**src/rtl/pll_seq_pkg.sv**
```systemverilog
// pll_seq_pkg
// Shared types and helpers for the HDMI PLL lock sequencer.
//   pll_state_e : sequencer state encoding
//   cnt_width() : width of the shared cycle counter, i.e. clog2 of the
//                 largest of the three cycle-count parameters (min 1 bit)
package pll_seq_pkg;

    typedef enum logic [2:0] {
        PLL_RST,
        WAIT_LOCK,
        STABLE,
        RUN,
        FAULT
    } pll_state_e;

    // The counter only ever has to reach (parameter - 1), so clog2 of the
    // largest parameter is enough; a degenerate all-ones setup still needs
    // one bit so the counter vector stays legal.
    function automatic int cnt_width(input int a, input int b, input int c);
        int m;
        m = a;
        if (b > m) m = b;
        if (c > m) m = c;
        return (m <= 1) ? 1 : $clog2(m);
    endfunction

endpackage

```
**src/rtl/sync_2ff.sv**
```systemverilog
// sync_2ff
// Generic two-flop single-bit synchronizer for bringing an asynchronous
// level into the clk domain.
// Ports:
//   clk : destination clock
//   rst : synchronous active-high reset, clears both flops
//   d   : asynchronous input bit
//   q   : synchronized output, two clk cycles of latency
module sync_2ff (
    input  logic clk,
    input  logic rst,
    input  logic d,
    output logic q
);

    logic meta_d;
    logic meta_q;
    logic sync_d;
    logic sync_q;

    // The first stage may go metastable; only the second stage is consumed.
    always_comb begin
        meta_d = d;
        sync_d = meta_q;
    end

    // Both stages clear on reset so the consumer sees a known "not locked".
    always_ff @(posedge clk) begin
        if (rst) begin
            meta_q <= 1'b0;
            sync_q <= 1'b0;
        end else begin
            meta_q <= meta_d;
            sync_q <= sync_d;
        end
    end

    assign q = sync_q;

endmodule

```
**src/rtl/pll_lock_sequencer.sv**
```systemverilog
// pll_lock_sequencer
// Brings the HDMI PLL from power-up to a usable state and supervises it.
// Runs on the PLL reference clock. Pulses the PLL reset, waits for a
// qualified lock, holds the video domains in reset until lock has been
// stable long enough, retries on timeout and latches a fault once the
// retry budget is spent.
// Ports:
//   clk         : PLL reference clock
//   rst         : synchronous active-high reset
//   pll_lock    : raw PLL lock flag (asynchronous)
//   restart     : one-cycle request to rerun the whole sequence
//   pll_reset   : PLL reset, high only while pulsing the PLL
//   video_rst   : reset request to the video domains, low only in RUN
//   ready       : lock is stable and video is released
//   fault       : retry budget exhausted, sticky until rst/restart
//   retry_count : timed-out attempts since the last rst/restart
module pll_lock_sequencer
    import pll_seq_pkg::*;
#(
    parameter int RESET_PULSE_CYCLES  = 16,
    parameter int LOCK_STABLE_CYCLES  = 1024,
    parameter int LOCK_TIMEOUT_CYCLES = 65536,
    parameter int MAX_RETRIES         = 3
) (
    input  logic       clk,
    input  logic       rst,
    input  logic       pll_lock,
    input  logic       restart,
    output logic       pll_reset,
    output logic       video_rst,
    output logic       ready,
    output logic       fault,
    output logic [3:0] retry_count
);

    localparam int CW = cnt_width(RESET_PULSE_CYCLES, LOCK_STABLE_CYCLES,
                                  LOCK_TIMEOUT_CYCLES);

    localparam logic [CW-1:0] RESET_LAST   = CW'(RESET_PULSE_CYCLES - 1);
    localparam logic [CW-1:0] STABLE_LAST  = CW'(LOCK_STABLE_CYCLES - 1);
    localparam logic [CW-1:0] TIMEOUT_LAST = CW'(LOCK_TIMEOUT_CYCLES - 1);
    localparam logic [3:0]    RETRY_MAX    = 4'(MAX_RETRIES);

    logic          lock_s;

    pll_state_e    state_d,     state_q;
    logic [CW-1:0] cnt_d,       cnt_q;
    logic [3:0]    retry_d,     retry_q;
    logic          pll_reset_d, pll_reset_q;
    logic          video_rst_d, video_rst_q;
    logic          ready_d,     ready_q;
    logic          fault_d,     fault_q;
    logic [3:0]    retry_inc;

    sync_2ff u_lock_sync (
        .clk (clk),
        .rst (rst),
        .d   (pll_lock),
        .q   (lock_s)
    );

    // Next-state logic. restart overrides every other transition. The shared
    // counter restarts from zero on any state entry (including re-entering
    // PLL_RST via restart) and is frozen in RUN/FAULT where nothing is timed.
    // Outputs are decoded from the next state so each one changes on the
    // same edge that enters the state driving it.
    always_comb begin
        state_d   = state_q;
        cnt_d     = cnt_q + CW'(1);
        retry_inc = (retry_q < RETRY_MAX) ? retry_q + 4'd1 : retry_q;
        retry_d   = retry_q;

        if (restart) begin
            state_d = PLL_RST;
            retry_d = '0;
        end else begin
            case (state_q)
                PLL_RST: begin
                    if (cnt_q == RESET_LAST) state_d = WAIT_LOCK;
                end
                WAIT_LOCK: begin
                    if (lock_s) begin
                        state_d = STABLE;
                    end else if (cnt_q == TIMEOUT_LAST) begin
                        retry_d = retry_inc;
                        state_d = (retry_inc == RETRY_MAX) ? FAULT : PLL_RST;
                    end
                end
                STABLE: begin
                    // A dropout sends us back to waiting without counting
                    // a retry; the timeout starts over from zero.
                    if (!lock_s) begin
                        state_d = WAIT_LOCK;
                    end else if (cnt_q == STABLE_LAST) begin
                        state_d = RUN;
                    end
                end
                RUN: begin
                    cnt_d = cnt_q;
                    if (!lock_s) state_d = PLL_RST;
                end
                FAULT: begin
                    cnt_d = cnt_q;
                end
                default: begin
                    state_d = PLL_RST;
                end
            endcase
        end

        if (restart || (state_d != state_q)) cnt_d = '0;

        pll_reset_d = (state_d == PLL_RST);
        video_rst_d = (state_d != RUN);
        ready_d     = (state_d == RUN);
        fault_d     = (state_d == FAULT);
    end

    // Single state register for the FSM, shared counter and registered
    // outputs; reset lands in PLL_RST with the PLL held in reset.
    always_ff @(posedge clk) begin
        if (rst) begin
            state_q     <= PLL_RST;
            cnt_q       <= '0;
            retry_q     <= '0;
            pll_reset_q <= 1'b1;
            video_rst_q <= 1'b1;
            ready_q     <= 1'b0;
            fault_q     <= 1'b0;
        end else begin
            state_q     <= state_d;
            cnt_q       <= cnt_d;
            retry_q     <= retry_d;
            pll_reset_q <= pll_reset_d;
            video_rst_q <= video_rst_d;
            ready_q     <= ready_d;
            fault_q     <= fault_d;
        end
    end

    assign pll_reset   = pll_reset_q;
    assign video_rst   = video_rst_q;
    assign ready       = ready_q;
    assign fault       = fault_q;
    assign retry_count = retry_q;

endmodule

```
**config.mk**
```make
export PLATFORM = sky130hd
export DESIGN_NAME = pll_lock_sequencer
export DESIGN_NICKNAME = d
export VERILOG_FILES = /design/src/rtl/pll_seq_pkg.sv /design/src/rtl/sync_2ff.sv /design/src/rtl/pll_lock_sequencer.sv
export SDC_FILE = /design/constraint.sdc
export NUM_CORES = 1
export LEC_CHECK = 0
export ABC_CLOCK_PERIOD_IN_PS = 3200
export BUFFER_PORTS_ARGS = -buffer_cell sky130_fd_sc_hd__buf_2
export CORE_UTILIZATION = 50
export CTS_CLUSTER_SIZE = 8
export DETAILED_ROUTE_END_ITERATION = 16
export GPL_TIMING_DRIVEN = 0
export HOLD_SLACK_MARGIN = 0.05
export PLACE_DENSITY = 0.69
export SLEW_MARGIN = 10
export SYNTH_ARGS = -nofsm -noshare
export SYNTH_HDL_FRONTEND = slang
export SYNTH_SLANG_ARGS = --single-unit
```
**constraint.sdc**
```tcl
create_clock -name clk -period 3.2 [get_ports clk]
set_input_delay 0.16 -clock clk [delete_from_list [all_inputs] [get_ports clk]]
set_output_delay 0.16 -clock clk [all_outputs]
set_load 0.05 [all_outputs]
```
# --- Word level (Yosys, flattened, before mapping) ---
# Cells that the tools add are included.
word_totals:
  out_inout_bits: 8
  reg_bits: 29
  in_bits: 4
  elab_cells: 45
op_classes:
  n_mux: 12
  n_lt_le_gt_ge: 1
  reduce_logical: 7
  n_addsub: 2
  n_eq_ne: 13
  bitwise_logic: 1
ops:
  columns: ["operator", "n"]
  rows:
  - ["16-bit 2-to-1 mux", 2]
  - ["3-bit 2-to-1 mux", 8]
  - ["16-bit by 1-bit adder with 16-bit output (second input constant)", 1]
  - ["16-bit by 10-bit == test with 1-bit output (second input constant)", 1]
  - ["16-bit == test (second input constant)", 1]
  - ["16-bit by 4-bit == test with 1-bit output (second input constant)", 1]
  - ["3-bit case mux with 5 select lines", 1]
  - ["3-bit by 2-bit == test with 1-bit output (second input constant)", 3]
  - ["3-bit == test (second input constant)", 2]
  - ["3-bit logical NOT", 2]
  - ["2-bit OR reduction", 3]
  - ["4-bit by 1-bit adder with 4-bit output (second input constant)", 1]
  - ["4-bit by 2-bit == test with 1-bit output (second input constant)", 1]
  - ["4-bit by 2-bit less-than comparator with 1-bit output (second input constant)", 1]
  - ["4-bit 2-to-1 mux", 1]
  - ["3-bit by 1-bit == test with 1-bit output (second input constant)", 1]
  - ["3-bit by 2-bit inequality test with 1-bit output (second input constant)", 1]
  - ["3-bit inequality test", 1]
  - ["3-bit AND reduction", 1]
  - ["2-bit by 1-bit inequality test with 1-bit output (second input constant)", 1]
  - ["1-bit logical OR", 1]
  - ["1-bit inverter", 1]

# --- Longest topological paths before layout ---
logic_depth:
  word_depth: 11
  mapped_depth: 7
  depth_no_buf: 6

# --- Modules after synthesis ---
# Synthesis repeated with hierarchy kept, for this count alone.
unflattened:
  cells_unflattened: 149
  area_unflattened_um2: 1315.0
modules_own_cells:
  columns: ["mod", "seq_area_each_um2", "instances", "area_each_um2", "cells_per_inst"]
  rows:
  - ["pll_lock_sequencer", 540.5, 1, 1262.5, 145]
  - ["sync_2ff", 40.0, 1, 52.6, 4]

# --- Worst setup path after synthesis ---
# Ideal clock, no wire load.
synth_timing:
  kind: "register to register"
  startpoint: "reg retry_q[0], in the netlist retry_count[0]"
  endpoint: "reg cnt_q[7]"
  required_ns: 3.088
  slack_ns: 1.299
  stages_incl_launch_ff: 7
  t_arrival_ns: 1.789
  setup_ns: 0.112
  synth_period_minus_slack_ns: 1.901
  cell_sequence: "dfxtp_1 > ha_1 > nand2b_1 > o21ai_0 > nand3_2 > nand3_2 > a2111oi_1"
synth_via:
  elab_chain_cells: 11
synth_lines:
  columns: ["item", "line_no", "rtl"]
  rows:
  - ["from (decl)", "pll_lock_sequencer.sv:48", "logic [3:0] retry_d, retry_q;"]
  - ["from (signal assigned)", "pll_lock_sequencer.sv:133", "retry_q <= retry_d;"]
  - ["4-bit by 1-bit adder with 4-bit output / 4-bit by 2-bit less-than comparator with 1-bit output (equally long branches)", "pll_lock_sequencer.sv:70", "retry_inc = (retry_q < RETRY_MAX) ? retry_q + 4'd1 : retry_q;"]
  - ["4-bit 2-to-1 mux *", "pll_lock_sequencer.sv:70", null]
  - ["4-bit by 2-bit == test with 1-bit output *", "pll_lock_sequencer.sv:86", "state_d = (retry_inc == RETRY_MAX) ? FAULT : PLL_RST;"]
  - ["3-bit 2-to-1 mux *", "pll_lock_sequencer.sv:86", null]
  - ["3-bit 2-to-1 mux *", "pll_lock_sequencer.sv:84", "end else if (cnt_q == TIMEOUT_LAST) begin"]
  - ["3-bit 2-to-1 mux *", "pll_lock_sequencer.sv:82", "if (lock_s) begin"]
  - ["3-bit case mux with 5 select lines *", "pll_lock_sequencer.sv:77", "case (state_q)"]
  - ["3-bit 2-to-1 mux *", "pll_lock_sequencer.sv:73", "if (restart) begin"]
  - ["3-bit inequality test *", "pll_lock_sequencer.sv:111", "if (restart || (state_d != state_q)) cnt_d = '0;"]
  - ["1-bit logical OR *", "pll_lock_sequencer.sv:111", null]
  - ["2-bit OR reduction (no line) *", null, null]
  - ["to (signal assigned)", "pll_lock_sequencer.sv:132", "cnt_q <= cnt_d;"]
  - ["to (decl)", "pll_lock_sequencer.sv:47", "logic [CW-1:0] cnt_d, cnt_q;"]
# Mark *: on every way between the ends. The rest lies on a longest branch, timed or not.
# A chain may end at the register's enable or synchronous reset.

# --- Worst setup path in the final report ---
layout_timing:
  startpoint: "reg cnt_q[4]"
  endpoint: "reg cnt_q[11]"
layout_via:
  elab_chain_cells: 8
layout_lines:
  columns: ["item", "line_no"]
  rows:
  - ["16-bit by 10-bit == test with 1-bit output / 16-bit == test (equally long branches)", "pll_lock_sequencer.sv:94, pll_lock_sequencer.sv:84"]
  - ["3-bit 2-to-1 mux (on tied branches)", "pll_lock_sequencer.sv:94, pll_lock_sequencer.sv:84"]
  - ["3-bit 2-to-1 mux (on tied branches)", "pll_lock_sequencer.sv:92, pll_lock_sequencer.sv:82"]
  - ["3-bit case mux with 5 select lines", "pll_lock_sequencer.sv:77"]
  - ["3-bit 2-to-1 mux", "pll_lock_sequencer.sv:73"]
  - ["3-bit inequality test", "pll_lock_sequencer.sv:111"]
  - ["1-bit logical OR", "pll_lock_sequencer.sv:111"]
  - ["2-bit OR reduction (no line)", null]
# Several ways; a longest one is shown, not always the timed one. The select of a mux whose other input is x is not followed.

==> impl_summary.txt <==
----------------------------------------------------
[Pwr]
  Share of total power in the clock network ... 44.8%
  Cell internal power dissipation ... 0.000557 W
  Switching part of the total power ... 20.0%
  P_leak ... 0.599 nW
  Cell area power density ... 429 nW/um^2
  Worst vdd rail ir drop ... 0.506 mV
  Switching Power ... 0.000140 W
  Register share of total power ... 52.4%
  Combinational share of power ... 2.8%

[Hold path]
  Path type of the worst min-delay path ... in -> reg

[Yosys]
  Syn. warnings ... 0
  Proportion of synthesized area in mux cells ... 1.39%
  Unique cell type count in the Yosys netlist ... 43
  Leading register cell type out of synthesis ... sky130_fd_sc_hd__dfxtp_1
  Sequential share of the synthesized area ... 40.5%
  Post-synthesis compound-gate area fraction ... 9.59%
  Most frequently used cell type in the post-synthesis netlist ... sky130_fd_sc_hd__dfxtp_1
  Dominant combinational cell family by area after synthesis ... simple AND/OR/NAND/NOR gates
  Cell count after synthesis ... 147
  Synthesis-stage register bit count ... 29
  Count of flip-flops with a built-in enable after synthesis ... 0
  Avg Inst Size Synth ... 9.76 sq um
  Largest area contributor in the synthesized netlist ... sky130_fd_sc_hd__dfxtp_1
  Area fraction in and, or, nand and nor cells after synthesis ... 33.9%
  Area of the mapped netlist ... 1440 sq um
  Post-synthesis share of cell area spent on xor and xnor gates ... 9.15%
  Share of synthesized registers carrying an async set or reset ... 0%
  Cell types with the largest area share after synthesis ... sky130_fd_sc_hd__dfxtp_1 (40%), sky130_fd_sc_hd__xor2_1 (6.7%), sky130_fd_sc_hd__nor3_1 (4.5%), sky130_fd_sc_hd__buf_6 (3.1%), sky130_fd_sc_hd__nor2_1 (2.9%)
  Post-synth top area share ... 40.5%
  Post-Synth Adder-Cell Area ... 1.74%
  Synth top cells by count ... sky130_fd_sc_hd__dfxtp_1 (29), sky130_fd_sc_hd__nor3_1 (13), sky130_fd_sc_hd__nor2_1 (11), sky130_fd_sc_hd__xor2_1 (11), sky130_fd_sc_hd__nand3_1 (8)
  Net count after synthesis ... 153

[Worst setup path]
  Kind of launch point of the worst setup path ... flip-flop
  Category of the worst setup path capture point ... flip-flop
  Signal arrival time at the worst endpoint ... 2.29 ns
  Data required time of the worst path ... 3.43 ns
  Path type of the worst setup path ... reg -> reg
  Highest-delay cell along the critical path ... sky130_fd_sc_hd__nor4_2
  Stage delay of the slowest cell on the critical path ... 0.61 ns
  CP delay by family, top ... simple AND/OR/NAND/NOR gates
  Buffers plus inverters on the worst setup path ... 1
  Top fanout value on the critical path ... 10
  Most Frequent Cell on Critical Path ... sky130_fd_sc_hd__nand3_2
  Ordered list of cells on the worst path ... nand4_1 > nor4_2 > nand3_2 > nand3_2 > buf_6 > nor3_1

[STA]
  Post-layout min period ... 2.07 ns
  F_max ... 484 MHz
  Final setup violation count ... 0
  Final clock period utilization by the worst path ... 64.6%
  TNS Setup ... 0 ns
  Unrepaired setup endpoints after global routing ... false
  Final Hold Fails ... 0
  Maximum clock skew at final layout ... 0.00593 ns
  Worst-Margin Slew ... 0.643 ns
  Worst max-slew margin expressed relative to the limit ... 56.9%
  Total count of max-transition violations in the final report ... 0

[Floorplan]
  Die area ... 3090 sq um
  Number of top-level pins ... 12
  Floorplan core area ... 2730 sq um
  Initial Util ... 52.5%
  Height of the die ... 55.6 um
  X dimension of the die ... 55.6 um
  Row cnt ... 19

[Route]
  Routed length per instance ... 14.1 um
  Drt pass-1 iters ... 4
  Post-route DRC ... 0
  Per-cell via count in the routed design ... 5.88
  Overall routed net length ... 2790 um
  Vias after detailed routing ... 1,164
  Number of DRC markers in iteration 0 ... 46
  Number of nets with antenna violations after detailed routing ... 0

[Clock network]
  Number of gates given a new drive strength after cts ... 0
  Clk sinks ... 29
  Buffer type at the clock tree root ... sky130_fd_sc_hd__clkbuf_4
  Largest buffer count on any clock path ... 2
  Insertion delay of the later-clocked pin in the worst-skew pair ... 0.33 ns
  Clock H-tree levels ... 2
  Clock transition at path regs ... 0.09 ns
  Clock tree from TritonCTS ... built
  Number of buffers created by CTS ... 5
  Setup fix buffers added after clock tree synthesis ... 0
  Number of buffers added to fix hold violations after cts ... 1

[Finish]
  Filler cell count ... 244
  Number of antenna cells inserted ... 0
  Growth of design area from synthesis to finish ... 13.2%
  Fraction of final layout cells with drive strength greater than 1 ... 22.2%
  Number of nets in the layout ... 172
  Area taken by multi-input logic gates ... 801 sq um
  Flip-flop and latch area ... 581 sq um
  Final standard cell count with taps included and fillers excluded ... 198

[Place]
  Routability Congestion ... 0.808
  DP HPWL ... 2020 um
  Placed Cells incl. Taps ... 189
  Number of port buffers ... 11

[Global routing]
  Global route hottest layer ... met2
  Global-route usage over all layers ... 20.2%
  GR Util met2 ... 31.3%
  Congestion Overflow GR ... 0
  Met1 Track Usage GR ... 25.3%
  GRT met3 Usage ... 6.51%
  Antenna violations before repair ... 0
  Global-route wire length before repair ... 4810 um
  Maximum number of pins on one net before global-route repair ... 11
  Vias in the first global route ... 1,089

[Status]
  Result of the run ... finished, final reports clean

[Flow run]
  Maxcap violations ... 0

----------------------------------------------------
[power groups by stage]
stage / logic [W] / clock network, W / registers [W]
floorplan: 0.0000123 / 0 / 0.000373
global placement: 0.0000178 / 0 / 0.000374
detailed placement: 0.0000187 / 0 / 0.000374
CTS: 0.0000196 / 0.000322 / 0.000365
global route: 0.0000210 / 0.000336 / 0.000366
finish: 0.0000193 / 0.000312 / 0.000365
[flip-flops by register name, summed over array words and instances, names as in the netlist]
register / flops
cnt_q: 16
retry_count: 4
state_q: 3
fault: 1
pll_reset: 1
ready: 1
u_lock_sync.meta_q: 1
u_lock_sync.q: 1
video_rst: 1
[placed cells by master, fill, tap and decap left out, types with 2 or more instances in the layout]
master	instances
sky130_fd_sc_hd__or4_1	3
sky130_fd_sc_hd__a41oi_1	2
sky130_fd_sc_hd__buf_6	4
sky130_fd_sc_hd__nor4_2	2
sky130_fd_sc_hd__mux2i_1	2
sky130_fd_sc_hd__nand4_1	6
sky130_fd_sc_hd__a21oi_1	2
sky130_fd_sc_hd__and3_1	2
sky130_fd_sc_hd__and2_1	3
sky130_fd_sc_hd__nand2b_1	2
sky130_fd_sc_hd__clkbuf_4	5
sky130_fd_sc_hd__a21boi_0	2
sky130_fd_sc_hd__a31oi_1	2
sky130_fd_sc_hd__nor2_1	11
sky130_fd_sc_hd__xor2_1	11
sky130_fd_sc_hd__buf_2	12
sky130_fd_sc_hd__dfxtp_1	29
sky130_fd_sc_hd__o21ai_0	2
sky130_fd_sc_hd__nand3_2	2
sky130_fd_sc_hd__nor3_2	4
sky130_fd_sc_hd__a21o_1	2
sky130_fd_sc_hd__nand2_1	6
sky130_fd_sc_hd__nor3_1	13
sky130_fd_sc_hd__nand3_1	8
sky130_fd_sc_hd__ha_1	2
sky130_fd_sc_hd__nor2b_1	3
sky130_fd_sc_hd__xnor2_1	4
[kinds of logic (layout without fill, tap and decap cells)]
kind of cell	Yosys count	after routing
AND/OR/NAND/NOR	75	75
flip-flops	29	29
AO/OA/AOI/OAI	18	18
XOR/XNOR	15	15
buffers and inverters	6	26
adder cells (fa/ha/maj)	2	2
multiplexers	2	2
[metrics by stage]
step / setup slack, ns / power [W] / util, % / hold slack [ns] / area (sq um)
global placement: 1.22 / 0.000391 / 55.9 / 0.379 / 1530
finish: 1.13 / 0.000697 / 59.4 / 0.0892 / 1620
CTS: 1.13 / 0.000707 / 59.4 / 0.0881 / 1620
detailed placement: 1.15 / 0.000392 / 55.9 / 0.377 / 1530
global route: 0.978 / 0.000723 / 59.4 / 0.0795 / 1620
floorplan: 1.30 / 0.000385 / - / 0.232 / 1440
[final timing paths]
check	start	to	slack (ns)	depth (start not counted)
worst max-delay path	cnt_q[4]$_SDFFE_PP0P_	cnt_q[11]$_SDFFE_PP0P_	1.13	6
worst min-delay path	rst	u_lock_sync.meta_q$_SDFF_PP0_	0.09	2
worst max register to register	cnt_q[4]$_SDFFE_PP0P_	cnt_q[11]$_SDFFE_PP0P_	1.13	6
worst min register to register	u_lock_sync.meta_q$_SDFF_PP0_	u_lock_sync.q$_SDFF_PP0_	0.46	1
[layer usage]
layer,vias to the layer above,part of all wire [%]
met1,541,45
met5,-,0
met3,5,6.2
li1,585,-
met2,33,47
met4,0,1.5
[cell type report]
cell class / instances / area share, %
Multi-Input combinational cell: 112 / 49.3
Clock inverter: 1 / 1.85
Timing Repair Buffer: 12 / 4.01
Buffer: 6 / 3.31
Clock buffer: 7 / 3.39
Tap cell: 31 / 2.39
Sequential cell: 29 / 35.7
Note: power is estimated with default switching activity, not from simulation.
